### src/rtl/bidir_shift_pkg.sv
// Shared definitions for the bi-directional shift register family (PISO transmitter, SIPO receiver).
package bidir_shift_pkg;

  typedef enum logic {
    ST_IDLE  = 1'b0,
    ST_SHIFT = 1'b1
  } state_t;

  localparam logic DIR_LEFT  = 1'b0;
  localparam logic DIR_RIGHT = 1'b1;

endpackage

### src/rtl/bidir_piso_shift_tx_piso_bit_counter.sv
// Bit-position counter for the PISO transmitter; flags the final bit of a word.
module piso_bit_counter #(
  parameter int WIDTH = 4,
  parameter int CNT_W = $clog2(WIDTH)
) (
  input  logic             clk,
  input  logic             rst,
  input  logic             i_clr,
  input  logic             i_inc,
  output logic [CNT_W-1:0] o_cnt,
  output logic             o_is_last
);

  logic [CNT_W-1:0] r_cnt;

  // Clear wins over increment so a reload on the last bit restarts at zero.
  always_ff @(posedge clk or posedge rst) begin
    if (rst) begin
      r_cnt <= '0;
    end else if (i_clr) begin
      r_cnt <= '0;
    end else if (i_inc) begin
      r_cnt <= r_cnt + 1'b1;
    end
  end

  assign o_cnt     = r_cnt;
  assign o_is_last = (r_cnt == CNT_W'(WIDTH - 1));

endmodule

### src/rtl/bidir_piso_shift_tx.sv
// Parallel-in serial-out transmitter; direction chosen per word, back-to-back words without gaps.
module bidir_piso_shift_tx
  import bidir_shift_pkg::*;
#(
  parameter int WIDTH = 4
) (
  input  logic             clk,
  input  logic             rst,
  input  logic             i_load_valid,
  output logic             o_load_ready,
  input  logic [WIDTH-1:0] i_d_par,
  input  logic             i_right,
  input  logic             i_en,
  output logic             o_s_out,
  output logic             o_s_valid,
  output logic             o_s_last
);

  localparam int CNT_W = $clog2(WIDTH);

  state_t             r_state;
  state_t             w_nextState;
  logic [WIDTH-1:0]   r_shreg;
  logic               r_dir;
  logic [CNT_W-1:0]   w_cnt;
  logic               w_cntLast;
  logic               w_shifting;
  logic               w_accept;
  logic               w_endWord;

  assign w_shifting   = (r_state == ST_SHIFT);
  assign o_s_valid    = w_shifting;
  assign o_s_last     = w_shifting && w_cntLast;
  assign o_load_ready = (r_state == ST_IDLE) || (o_s_last && i_en);
  assign o_s_out      = r_dir ? r_shreg[0] : r_shreg[WIDTH-1];
  assign w_accept     = i_load_valid && o_load_ready;
  assign w_endWord    = o_s_last && i_en;

  piso_bit_counter #(
    .WIDTH (WIDTH),
    .CNT_W (CNT_W)
  ) u_bitCounter (
    .clk       (clk),
    .rst       (rst),
    .i_clr     (w_accept || w_endWord),
    .i_inc     (w_shifting && i_en),
    .o_cnt     (w_cnt),
    .o_is_last (w_cntLast)
  );

  always_ff @(posedge clk or posedge rst) begin
    if (rst) begin
      r_state <= ST_IDLE;
    end else begin
      r_state <= w_nextState;
    end
  end

  always_comb begin
    w_nextState = r_state;
    case (r_state)
      ST_IDLE: begin
        if (i_load_valid) begin
          w_nextState = ST_SHIFT;
        end
      end
      ST_SHIFT: begin
        if (w_endWord && !i_load_valid) begin
          w_nextState = ST_IDLE;
        end
      end
      default: w_nextState = ST_IDLE;
    endcase
  end

  // Zeroing the register at the end of a word keeps s_out low while idle.
  always_ff @(posedge clk or posedge rst) begin
    if (rst) begin
      r_shreg <= '0;
      r_dir   <= DIR_LEFT;
    end else if (w_accept) begin
      r_shreg <= i_d_par;
      r_dir   <= i_right;
    end else if (w_shifting && i_en) begin
      if (w_cntLast) begin
        r_shreg <= '0;
      end else if (r_dir == DIR_RIGHT) begin
        r_shreg <= r_shreg >> 1;
      end else begin
        r_shreg <= r_shreg << 1;
      end
    end
  end

endmodule

### config.mk
export PLATFORM = sky130hd
export DESIGN_NAME = bidir_piso_shift_tx
export DESIGN_NICKNAME = d
export VERILOG_FILES = /design/src/rtl/bidir_shift_pkg.sv /design/src/rtl/bidir_piso_shift_tx_piso_bit_counter.sv /design/src/rtl/bidir_piso_shift_tx.sv
export SDC_FILE = /design/constraint.sdc
export NUM_CORES = 1
export LEC_CHECK = 0
export ABC_AREA = 1
export CORE_AREA = 2 2 39 41
export CTS_CLUSTER_SIZE = 30
export DETAILED_ROUTE_END_ITERATION = 6
export DIE_AREA = 0 0 41 43
export MAX_ROUTING_LAYER = met4
export PLACE_DENSITY = 0.68
export RECOVER_POWER = 50
export SLEW_MARGIN = 20
export SYNTH_ARGS = -nofsm -noshare
export SYNTH_HDL_FRONTEND = slang
export SYNTH_HIERARCHICAL = 1
export SYNTH_SLANG_ARGS = --single-unit
### constraint.sdc
create_clock -name clk -period 2 [get_ports clk]
set_input_delay 0.4 -clock clk [delete_from_list [all_inputs] [get_ports clk]]
set_output_delay 0.4 -clock clk [all_outputs]
set_load 0.03 [all_outputs]
==> metrics.md <==
| Metric | Value |
|---|---|
| Library cells used by synthesis | 13 |
| Die X | 41 µm |
| Slowest CP cell | clkdlybuf4s50_1 |
| Critical Path RT | 1.60 ns |
| Critical path data arrival time | 1.53 ns |
| Hold Fails Final Rpt | 0 |
| Max-slew violation count | 0 |
| Asr flop ratio synth | 1.00 |
| Final instance area | 653 µm² |
| Clock Tree Buf Depth | 2 |
| Sw Ratio | 0.438 |
| Setup_tns | 0 ns |
| Chip height | 43 µm |
| Vias in the first global route | around 470 |
| Min-delay worst type | in -> async |
| Clk Latency, worst-skew pair | ~0.27 ns |
| Post-DR wirelength/cell | roughly 8.8 µm |
| Largest net degree at the start of global routing | 8 |
| First-pass GRT wire length | 1700 µm |
| Number of synthesized flops with an enable pin | 0 |
| CP Class | reg -> out |
| Maximum VDD drop | 426 µV |
| Core area | 1380 µm² |
| Nets | 102 |
| Post-synthesis sequential area ratio | 0.403 |
| Grt total ovfl | 0 |
| Area growth from synthesis to layout | 31.5% |
| I/O Pins | 13 |
| Top FF cell, synth | dfrtp_1 |
| RePlAce Congestion | 0.784 |
| Largest area contributor in the netlist | dfrtp_1 |
| Final period utilization | 0.963 |
| Drt first-iter violations | 10 |
| Synthesized Nets | 84 |
| Status | finished clean |
| Synth Instances | 74 |
| Final Skew | 0.00926 ns |
| Post-CTS Hold Fix Bufs | 0 |
| Clock share of power | 0.155 |
| CTS clock-pin slew for the worst setup and hold paths | approximately 0.06 ns |
| Internal Power | 0.000464 W |
| Final Setup Violations | 0 |
| Vias per inst | 4.60 |
| Effective utilization at floorplan | 0.359 |
| Yosys reg bits | 8 |
| Fillers | 145 |
| Yosys warnings | 6 |
| RSZ-0062 raised after global routing | no |
| HPWL Detailed | between 700 and 800 µm |
| PwrDens | 1260 nW/µm² |
| Total power | 0.000826 W |
| Top-area cell type share of the netlist area | 0.403 |
| Comb power frac | 0.495 |
| Period minus WS final | 1.93 ns |
| Most numerous cell in the Yosys netlist | nand2_1 |
| H-tree Lvls | 1 |
| Num CTS Buffers | 3 |
| CP max FO | 6 |
| Worst setup SP type | flip-flop |
| Main area contributors after synthesis | dfrtp_1 (40%), nand2_1 (19%), nand3_1 (13%) |
| DRC violations left | 0 |
| # rows | 14 |
| Clock sink count | 8 |
| Placed Instance Area | 642 µm² |
| Post-synth top cells | nand2_1 (25), inv_1 (16), nand3_1 (13) |
| Layout cells sized above 1 | 0.0889 |
| CTS tree | built |
| Via count | 488 |
| DR pass1 iterations | 4 |
| Mapped Area | just under 500 µm² |
| Max Cap Violations | 0 |
| N_diodes | 0 |
| Avg Inst Size Synth | 6.71 µm² |
| Max-slew headroom | 0.796 |
| Cell family with most CP delay | buffers and inverters |
| Net Switching | 0.000362 W |
| Sequential power share | 0.350 |
| Worst stage delay on the critical path | between 0.6 and 0.7 ns |
| Antenna viol nets, final | 0 |
| CP Capture Type | primary output |
| Die Footprint | 1760 µm² |
| Buf/Inv on CP | 1 |
| Antenna violations before repair | 0 |
| Max Clock Freq | between 500 and 600 MHz |
| Least-Margin Pin Slew | ~0.3 ns |
| LEAKAGE | 0.382 nW |
| Clk root buf | clkbuf_4 |
| Gr usage total | 0.146 |
| WL final | 935 µm |
| Crit-path cells | o21ai_0 > clkdlybuf4s50_1 |
| Number of port buffers | 12 |
[logic make-up (layout without fill, tap and decap cells)]
logic type,count (synthesis),in the layout,share of synthesized area
compound gates,3,3,0.0378
fa+ha+maj,1,1,0.0252
buf+inv,17,33,0.128
flops,8,8,0.403
simple gates,45,45,0.406
[state kept, by name, indices dropped and copies added, names as in the netlist]
signal / cells
u_bitCounter/o_cnt: 2
r_shreg: 4
r_dir: 1
o_s_valid: 1
[layout by cell type (no fill, tap or decap), types with 2 or more instances in the layout]
master and count:
clkbuf_4 3, dfrtp_1 8, inv_1 16, nor2_1 4, nand3_1 13, clkdlybuf4s50_1 9
nand2_1 27, buf_4 2
[power by group through the flow]
| stage | registers [W] | clock network [W] | logic [W] |
|---|---|---|---|
| after floorplan | 0.000286 | 0 | 0.000301 |
| after global placement | 0.000293 | 0 | 0.000417 |
| after detailed placement | 0.000293 | 0 | 0.000426 |
| after CTS | 0.000290 | 0.000129 | 0.000423 |
| after global routing | 0.000300 | 0.000132 | 0.000471 |
| final | 0.000289 | 0.000128 | 0.000409 |
[through the flow]
step	utilization	hold WS [ns]	cells	worst slack [ns]
global placement	0.464	0.469	103	0.239
global route	0.472	0.483	106	0.0272
finish	0.472	0.447	106	0.0747
CTS	0.479	0.330	106	0.0629
detailed placement	0.464	0.470	103	0.238
floorplan	-	0.141	74	0.489
[what timing repair did]
| action | in CTS | in global routing |
|---|---|---|
| resized for setup | 1 | 0 |
| setup endpoints to repair | 1 | 0 |
| buffers inserted | 0 | 0 |
[layer usage]
metal / GRT usage / share of wire
met5: - / 0
met4: 0.100 / 0.028
met3: 0.0157 / 0.040
met2: 0.225 / 0.49
met1: 0.167 / 0.44
[worst reg2reg max path: stages (launching register included)]
cell     delay, ns
dfrtp_1       0.40
ha_1          0.25
nand3_2       0.09
nand2_1       0.13
nand2_1       0.24
nand2_1       0.11
nor2_1        0.12
nand2_1       0.06
nand2_1       0.05
[cell type report]
class,count,area [µm²],area share
Timing Repair Buffer,13,124,0.190
Multi-Input combinational cell,49,223,0.341
Sequential cell,8,200,0.307
Tap cell,16,20.0,0.0307
Clock buffer,3,22.5,0.0345
Inverter,17,63.8,0.0977
[final timing paths]
kind	startpoint	end	slack [ns]	cells after the start
setup / recovery	r_dir	o_s_out	0.07	2
hold / removal	rst	u_bitCounter/o_cnt[1]	0.45	2
setup reg to reg	u_bitCounter/o_cnt[0]	u_bitCounter/o_cnt[1]	0.50	8
hold reg to reg	r_shreg[3]	r_shreg[3]	0.48	2
max in group asynchronous	rst	r_shreg[0]	1.28	2
min in group clk	r_shreg[3]	r_shreg[3]	0.48	2
Power figures use the tool's default switching activity.
